**config.mk**
```make
export PLATFORM = sky130hd
export DESIGN_NAME = vram_write_queue
export DESIGN_NICKNAME = d
export VERILOG_FILES = /design/src/rtl/vram_write_queue.sv
export SDC_FILE = /design/constraint.sdc
export NUM_CORES = 1
export LEC_CHECK = 0
export CAP_MARGIN = 20
export CORE_MARGIN = 3
export CORE_UTILIZATION = 51
export DETAILED_ROUTE_END_ITERATION = 10
export GPL_TIMING_DRIVEN = 0
export PLACE_DENSITY_LB_ADDON = 0.12
export SLEW_MARGIN = 15
export SYNTH_ARGS = -nofsm -noshare
export SYNTH_HDL_FRONTEND = slang
export SYNTH_SLANG_ARGS = --single-unit
```
**constraint.sdc**
```tcl
create_clock -name ClkIn -period 3.17 [get_ports ClkIn]
set_clock_uncertainty 0.2 [all_clocks]
set_input_delay 0.317 -clock ClkIn [delete_from_list [all_inputs] [get_ports ClkIn]]
set_output_delay 0.317 -clock ClkIn [all_outputs]
set_load 0.005 [all_outputs]
```
**src/rtl/vram_write_queue.sv**
```systemverilog
// Byte-write queue between the video command receiver and the external video SRAM.
// Entries are buffered in a small FIFO and committed with a setup/strobe/hold write cycle.
module vram_write_queue #(
    parameter int AWIDTH    = 18,
    parameter int DWIDTH    = 8,
    parameter int DEPTHLOG2 = 4
) (
    input  logic                 ClkIn,
    input  logic                 ResetIn,
    input  logic                 WrStrobeIn,
    input  logic [AWIDTH-1:0]    WrAddrIn,
    input  logic [DWIDTH-1:0]    WrDataIn,
    input  logic                 BusGrantIn,
    input  logic                 OverflowClrIn,
    output logic [AWIDTH-1:0]    SramAddrOut,
    output logic [DWIDTH-1:0]    SramDataOut,
    output logic                 SramDataOeOut,
    output logic                 SramWeOut,
    output logic                 BusyOut,
    output logic                 EmptyOut,
    output logic                 FullOut,
    output logic [DEPTHLOG2:0]   LevelOut,
    output logic                 OverflowOut
);

    localparam int DEPTH = 2 ** DEPTHLOG2;
    localparam logic [DEPTHLOG2:0]   LEVEL_FULL = (DEPTHLOG2 + 1)'(DEPTH);
    localparam logic [DEPTHLOG2:0]   LEVEL_ONE  = (DEPTHLOG2 + 1)'(1);
    localparam logic [DEPTHLOG2-1:0] PTR_ONE    = DEPTHLOG2'(1);

    // state  | meaning
    // IDLE   | no write in progress; waiting for data and grant
    // SETUP  | address/data driven, strobe about to rise
    // STROBE | write strobe high
    // HOLD   | strobe low, address/data held; may chain the next entry
    typedef enum logic [1:0] {IDLE, SETUP, STROBE, HOLD} state_t;

    state_t state_q, state_d;

    logic [AWIDTH+DWIDTH-1:0] mem_q [DEPTH];
    logic [DEPTHLOG2-1:0]     wr_ptr_q, wr_ptr_d, rd_ptr_q, rd_ptr_d;
    logic [DEPTHLOG2:0]       level_q, level_d;
    logic [AWIDTH-1:0]        addr_q, addr_d;
    logic [DWIDTH-1:0]        data_q, data_d;
    logic                     oe_q, oe_d, we_q, we_d, ovf_q, ovf_d;
    logic                     full, empty, push, drop, pop;

    assign full  = (level_q == LEVEL_FULL);
    assign empty = (level_q == '0);
    // Full is the registered value, so a push while full is dropped even if a pop happens too.
    assign push  = WrStrobeIn && !full;
    assign drop  = WrStrobeIn && full;

    always_comb begin
        state_d = state_q;
        addr_d  = addr_q;
        data_d  = data_q;
        oe_d    = oe_q;
        we_d    = 1'b0;
        pop     = 1'b0;
        case (state_q)
            IDLE, HOLD: begin
                if (!empty && BusGrantIn) begin
                    pop              = 1'b1;
                    {addr_d, data_d} = mem_q[rd_ptr_q];
                    oe_d             = 1'b1;
                    state_d          = SETUP;
                end else begin
                    oe_d    = 1'b0;
                    state_d = IDLE;
                end
            end
            SETUP: begin
                we_d    = 1'b1;
                state_d = STROBE;
            end
            STROBE: begin
                we_d    = 1'b0;
                state_d = HOLD;
            end
            default: state_d = IDLE;
        endcase
    end

    always_comb begin
        wr_ptr_d = push ? wr_ptr_q + PTR_ONE : wr_ptr_q;
        rd_ptr_d = pop  ? rd_ptr_q + PTR_ONE : rd_ptr_q;
        level_d  = level_q;
        case ({push, pop})
            2'b10:   level_d = level_q + LEVEL_ONE;
            2'b01:   level_d = level_q - LEVEL_ONE;
            default: level_d = level_q;
        endcase
        // A dropped push outranks a clear in the same cycle.
        ovf_d = drop ? 1'b1 : (OverflowClrIn ? 1'b0 : ovf_q);
    end

    always_ff @(posedge ClkIn) begin
        if (push) begin
            mem_q[wr_ptr_q] <= {WrAddrIn, WrDataIn};
        end
    end

    always_ff @(posedge ClkIn) begin
        if (ResetIn) begin
            state_q  <= IDLE;
            wr_ptr_q <= '0;
            rd_ptr_q <= '0;
            level_q  <= '0;
            addr_q   <= '0;
            data_q   <= '0;
            oe_q     <= 1'b0;
            we_q     <= 1'b0;
            ovf_q    <= 1'b0;
        end else begin
            state_q  <= state_d;
            wr_ptr_q <= wr_ptr_d;
            rd_ptr_q <= rd_ptr_d;
            level_q  <= level_d;
            addr_q   <= addr_d;
            data_q   <= data_d;
            oe_q     <= oe_d;
            we_q     <= we_d;
            ovf_q    <= ovf_d;
        end
    end

    assign SramAddrOut   = addr_q;
    assign SramDataOut   = data_q;
    assign SramDataOeOut = oe_q;
    assign SramWeOut     = we_q;
    assign BusyOut       = (state_q != IDLE);
    assign EmptyOut      = empty;
    assign FullOut       = full;
    assign LevelOut      = level_q;
    assign OverflowOut   = ovf_q;

endmodule

```
== Word level (Yosys, flattened, before mapping) ==
Memory sizes are Yosys's and may differ from the RTL's. A register that Yosys moved wholly into a read port is not among the register bits.
Index checks and enable logic that the tools add are counted.
Widths: inputs -> output; s select.

* Bits in registers: 18
* Memories kept: 1
* Memory bits (writable): 416
* Input bits: 31

* Equal/unequal tests: 6
* Add/subtract/negate cells: 4
* Muxes and demuxes: 10
* Reductions and logical operators: 12

{| class="wikitable"
|+ Memory list
! name !! depth !! width !! read ports !! clocked after memory_dff !! wr ports !! RTL line !! source
|-
| mem_q || 16 || 26 || 1 || 1 || 1 || 40 || <nowiki>logic [AWIDTH+DWIDTH-1:0] mem_q [DEPTH];</nowiki>
|}

{| class="wikitable"
|+ Operator list
! kind !! count
|-
| $pmux 5 s2 || 1
|-
| $add 4x1->4 const B || 2
|-
| $mux 1 || 8
|-
| $eq 2x2->1 const B || 3
|-
| $pmux 2 s3 || 1
|-
| $reduce_bool 2->1 || 3
|-
| $add 5x1->5 const B || 1
|-
| $eq 5x5->1 const B || 1
|-
| $logic_not 5->1 || 1
|-
| $sub 5x1->5 const B || 1
|-
| $eq 2x1->1 const B || 2
|-
| $logic_and 1x1->1 || 3
|-
| $logic_not 1->1 || 2
|-
| $logic_not 2->1 || 1
|-
| $reduce_and 2->1 || 1
|-
| $reduce_or 2->1 || 1
|}

== Longest topological paths before layout ==
* Depth after elaboration: 7
* Mapped depth: 11
* Depth with buffers taken out: 11

== Worst setup path before layout ==
No wires, ideal clock.

* Kind: register to register
* Start: reg level_q[4], in the netlist LevelOut[4]
* End: mem mem_q[0][0] in the netlist's numbering, enable pin
* Cell stages (with the launch flop): 5
* Slack: -365 ps
* Clock period less this slack: 3535 ps
* Data required time: 2528 ps
* Arrival: 2893 ps
* Library setup time: 442 ps
* Path buffers: 1
* Cell sequence: dfxtp_1 clkbuf_1 a21boi_1 nand2_1 nor3_1

* Cells in the longest elaborated chain, start to end: 5

{| class="wikitable"
|+ RTL lines
! element !! RTL line !! source
|-
| from (decl) || 42 || <nowiki>logic [DEPTHLOG2:0] level_q, level_d;</nowiki>
|-
| from (signal assigned) || 119 || <nowiki>level_q <= level_d;</nowiki>
|-
| $eq 5x5->1 || 48 || <nowiki>assign full = (level_q == LEVEL_FULL);</nowiki>
|-
| $logic_not 1->1 || 51 || <nowiki>assign push = WrStrobeIn && !full;</nowiki>
|-
| $logic_and 1x1->1 || 51 ||
|-
| $mux 1 || 99 || <nowiki>if (push) begin</nowiki>
|-
| $mux 1 (not written as such) || 100 || <nowiki>mem_q[wr_ptr_q] <= {WrAddrIn, WrDataIn};</nowiki>
|-
| to (decl) || 40 ||
|}

No other way between the ends.

== Final worst setup path ==
* Start: reg level_q[0], in the netlist LevelOut[0]
* End: reg level_q[4], in the netlist LevelOut[4]

* Cells in the longest elaborated chain, start to end: 7
* Elaborated cells on any way between the ends: 14
* Those cells by class: 2 x add/sub; 3 x eq/ne; 3 x mux; 6 x reduce/logical

{| class="wikitable"
|+ RTL lines
! element !! RTL line !! source
|-
| $logic_not 5->1 (*) || 49 || <nowiki>assign empty = (level_q == '0);</nowiki>
|-
| $logic_not 1->1 (*) || 63 || <nowiki>if (!empty && BusGrantIn) begin</nowiki>
|-
| $logic_and 1x1->1 (*) || 63 ||
|-
| $mux 1 (*) || 63 ||
|-
| $mux 1 (*) || 61 || <nowiki>case (state_q)</nowiki>
|-
| net pop || 46 || <nowiki>logic full, empty, push, drop, pop;</nowiki>
|-
| $eq 2x1->1 / $eq 2x2->1 (equally long branches) || 89 || <nowiki>case ({push, pop})</nowiki>
|-
| $pmux 5 s2 / $reduce_bool 2->1 (equally long branches) || -- ||
|}

The timed path passes the listed nets; every way through them passes the cells marked *.
A chain may end at the register's enable or synchronous reset.

==> impl_table.tex <==
\begin{tabular}{lr}
\hline
Metric & Value \\
\hline
\multicolumn{2}{l}{\textbf{Outcome}} \\
\quad Status & finished clean \\
\multicolumn{2}{l}{\textbf{Timing}} \\
\quad Final max-slew violation count & 0 \\
\quad Number of endpoints failing setup at the final stage & 0 \\
\quad Maximum frequency from static timing analysis & $\sim$330 MHz \\
\quad Final min period & 3.07 ns \\
\quad Period utilisation layout & 96.7\% \\
\quad Slew of the pin with the lowest slew margin & $\sim$0.97 ns \\
\quad Post-Route Setup TNS & 0 ns \\
\quad Number of hold violations in the final report & 0 \\
\quad Max-slew headroom & 34.8\% \\
\multicolumn{2}{l}{\textbf{Global routing}} \\
\quad First-pass GRT wire length & $\sim$54000 um \\
\quad Vias in the first global route & 8956 \\
\quad Total global-route track usage & around 20\% \\
\quad Global route total overflow & 0 \\
\quad Antenna violations before repair & 0 \\
\quad Largest net degree at the start of global routing & 19 \\
\multicolumn{2}{l}{\textbf{Setup path}} \\
\quad Endpoint type of the worst setup path & flip-flop \\
\quad Worst setup path class & flip-flop to flip-flop \\
\quad Maximum fanout along the worst path & 6 \\
\quad Peak per-stage delay on the critical path & 0.53 ns \\
\quad Critical path cell sequence & or4\_1 > buf\_6 > o21ai\_4 > clkinv\_4 > ha\_4 > fa\_2 > a21o\_1 > a21oi\_2 > mux2i\_1 > mux2\_2 \\
\quad Worst Setup SP & LevelOut[0] \\
\quad Reg-to-reg critical path startpoint & LevelOut[0] \\
\quad Depth of the worst register-to-register path & 10 \\
\quad Slowest cell on crit path & sky130\_fd\_sc\_hd\_\_or4\_1 \\
\quad Required arrival time at the worst endpoint & between 3 and 4 ns \\
\quad Arr. time, crit path & 3.29 ns \\
\quad Worst Setup Start Kind & flip-flop \\
\multicolumn{2}{l}{\textbf{Die}} \\
\quad Vertical die dimension & around 190 um \\
\quad Core ar. & 33800 um\^{}2 \\
\quad Area of the die & 36700 um\^{}2 \\
\quad Initial standard-cell utilization of the core & between 50\% and 60\% \\
\quad Number of standard-cell rows in the floorplan & 67 \\
\quad Number of placed I/O pins & between 60 and 70 \\
\quad Die X-Extent & 192 um \\
\multicolumn{2}{l}{\textbf{Drt}} \\
\quad Detailed Route Iter0 Violations & roughly 600 \\
\quad Average wire per standard cell & between 20 and 25 um \\
\quad Antenna violation net count after detailed routing & 0 \\
\quad Number of design rule violations left after detail routing & 0 \\
\quad Via-per-instance ratio & around 5.8 \\
\quad Routed wire length & $\sim$36000 um \\
\quad DRT Pass-1 Iters & 4 \\
\quad Routed vias & 8320 \\
\multicolumn{2}{l}{\textbf{Cells and area}} \\
\quad Storage element area & 13400 um\^{}2 \\
\quad Net count reported at finish & roughly 1000 \\
\quad Antenna diodes & 0 \\
\quad Fraction of final layout cells sized beyond drive strength 1 & 27.2\% \\
\quad Most used cells in the layout excluding fill and tap cells & sky130\_fd\_sc\_hd\_\_edfxtp\_1, sky130\_fd\_sc\_hd\_\_mux4\_2, sky130\_fd\_sc\_hd\_\_clkdlybuf4s50\_1 \\
\quad Area growth from synthesis to layout & 19.2\% \\
\quad Most common cell after layout, fill and taps aside & sky130\_fd\_sc\_hd\_\_edfxtp\_1 \\
\quad Layout fillers & between 2000 and 2500 \\
\quad Multi-input gate area & 4120 um\^{}2 \\
\quad Post-Layout Inst Area & 21000 um\^{}2 \\
\multicolumn{2}{l}{\textbf{Logic synthesis}} \\
\quad Register bit count reported by yosys & 460 \\
\quad Net Count, Synth & between 800 and 900 \\
\quad Count of warnings emitted by yosys & 0 \\
\quad Sequential cell area fraction in the yosys report & 76.1\% \\
\quad Cell area after synthesis & approximately 18000 um\^{}2 \\
\quad Synthesized area per cell & 21.5 um\^{}2 \\
\quad Yosys cell types & 35 \\
\quad Mapped Cells & between 800 and 900 \\
\multicolumn{2}{l}{\textbf{CTS}} \\
\quad Buffer depth of the longest clock path & 3 \\
\quad CTS H-Tree Depth & 2 \\
\quad Clk pin slew, worst setup/hold paths & roughly 0.060 ns \\
\quad Total CTS buffers & 46 \\
\quad Post-CTS Hold Buffers & 0 \\
\quad CTS tree & yes \\
\quad TritonCTS sink count & between 400 and 500 \\
\quad Buffer cell driving the clock tree root & sky130\_fd\_sc\_hd\_\_clkbuf\_16 \\
\quad Skew-Pair Late Insertion Delay & 0.54 ns \\
\multicolumn{2}{l}{\textbf{Min path}} \\
\quad Hold Path Class & flip-flop to flip-flop \\
\quad Cell count of the worst hold path & 1 \\
\quad Start point of the worst hold path & SramDataOeOut \\
\multicolumn{2}{l}{\textbf{Placement}} \\
\quad Placement-stage cell area & 19400 um\^{}2 \\
\quad Placed wire-length estimate & between 20000 and 25000 um \\
\quad Routability Congestion & between 0.7 and 0.8 \\
\quad Port buffer count & between 60 and 70 \\
\multicolumn{2}{l}{\textbf{Power and ir drop}} \\
\quad Leakage power total & roughly 0.0066 uW \\
\quad Pwr per Cell Area & 732 nW/um\^{}2 \\
\quad Peak VDD IR & between 0.4 and 0.5 mV \\
\multicolumn{2}{l}{\textbf{Flow run}} \\
\quad Max cap viols & 0 \\
\hline
\end{tabular}
## kinds of logic (layout without fill, tap and decap cells)
family | after synthesis | after routing | share of synthesized area (%)
buf+inv | 51 | 229 | 1.44
fa+ha+maj | 13 | 13 | 0.968
xor+xnor | 9 | 9 | 0.448
compound gates | 43 | 43 | 2.26
flops | 460 | 460 | 76.1
mux | 160 | 160 | 16.7
simple gates | 81 | 81 | 2.12
## metrics by stage
step	hold WS, ns	worst slack (ns)	std cells	util (%)	total power (uW)
after CTS	0.253	0.00770	1437	61.8	15400
after detailed placement	0.239	-0.208	1352	57.3	10000
final	0.251	0.103	1443	62.0	15300
after global placement	0.234	-1.39	1332	55.8	9880
after floorplan	0.216	0.0242	817	-	8900
after global routing	0.269	-0.00204	1443	62.0	16000
## routing by layer
metal | GRT usage [%] | vias to the layer above | wire [um]
li1 | - | 3663 | -
met2 | 34.9 | 179 | 18600
met3 | 2.94 | 55 | 1520
met4 | 5.14 | 0 | 715
met1 | 26.8 | 4423 | 14900
met5 | 0 | - | 0
## cell usage after synthesis (all sizes together)
cell type | n | area share (%)
nor3 | 4 | 0.11
or4 | 1 | 0.043
mux2i | 29 | 1.7
o21ai | 1 | 0.093
a21oi | 5 | 0.14
edfxtp | 416 | 71
o211ai | 5 | 0.29
fa | 1 | 0.11
a21boi | 1 | 0.043
buf | 25 | 0.89
mux2 | 27 | 1.7
clkbuf | 18 | 0.38
xor2 | 6 | 0.30
inv | 8 | 0.17
o31ai | 1 | 0.043
ha | 12 | 0.85
a221o | 26 | 1.5
xnor2 | 3 | 0.15
dfxtp | 44 | 5.0
nor2 | 58 | 1.3
and3 | 2 | 0.071
nand3b | 1 | 0.043
a21o | 4 | 0.17
nor4 | 1 | 0.036
nor2b | 5 | 0.18
nand2b | 2 | 0.071
nand2 | 6 | 0.13
mux4 | 104 | 13
nor3b | 1 | 0.11
## sequential cells by signal, indices dropped and copies added (netlist names)
register,count
mem_q,416
OverflowOut,1
state_q,2
wr_ptr_q,4
LevelOut,5
SramDataOut,8
SramAddrOut,18
rd_ptr_q,4
SramWeOut,1
SramDataOeOut,1
## critical path: cells and delay by family, from the launching register on
kind	cells	cell delay [ns]
flip-flops	1	0.37
multiplexers	2	0.57
adder cells (fa/ha/maj)	2	0.54
AND/OR/NAND/NOR	1	0.53
buffers and inverters	2	0.25
AO/OA/AOI/OAI	3	0.49
## path summary, 6_finish.rpt
check / slack [ns] / end
hold / removal: 0.25 / SramDataOeOut
setup reg to reg: 0.10 / LevelOut[4]
setup / recovery: 0.10 / LevelOut[4]
hold reg to reg: 0.25 / SramDataOeOut
## area by class of cell
class / count / share of cell area, %
Inverter: 8 / 0.167
Multi-Input combinational cell: 306 / 19.6
Sequential cell: 460 / 63.8
Buffer: 43 / 1.07
Tap cell: 448 / 2.68
Clock inverter: 27 / 1.25
Timing Repair Buffer: 94 / 5.46
Clock buffer: 57 / 5.89
## power by group
part / internal (uW) / switching, uW / total (uW)
clock: 3170 / 2140 / 5300
sequential: 6960 / 179 / 7140
combinational: 1500 / 1380 / 2880
## repair_timing
item                       CTS  global route
pin swaps                    1             2
cloned                       0             0
resized for setup            5             5
setup buffers                1             6
setup endpoints to repair    1             1
Note: power is estimated with default switching activity, not from simulation.
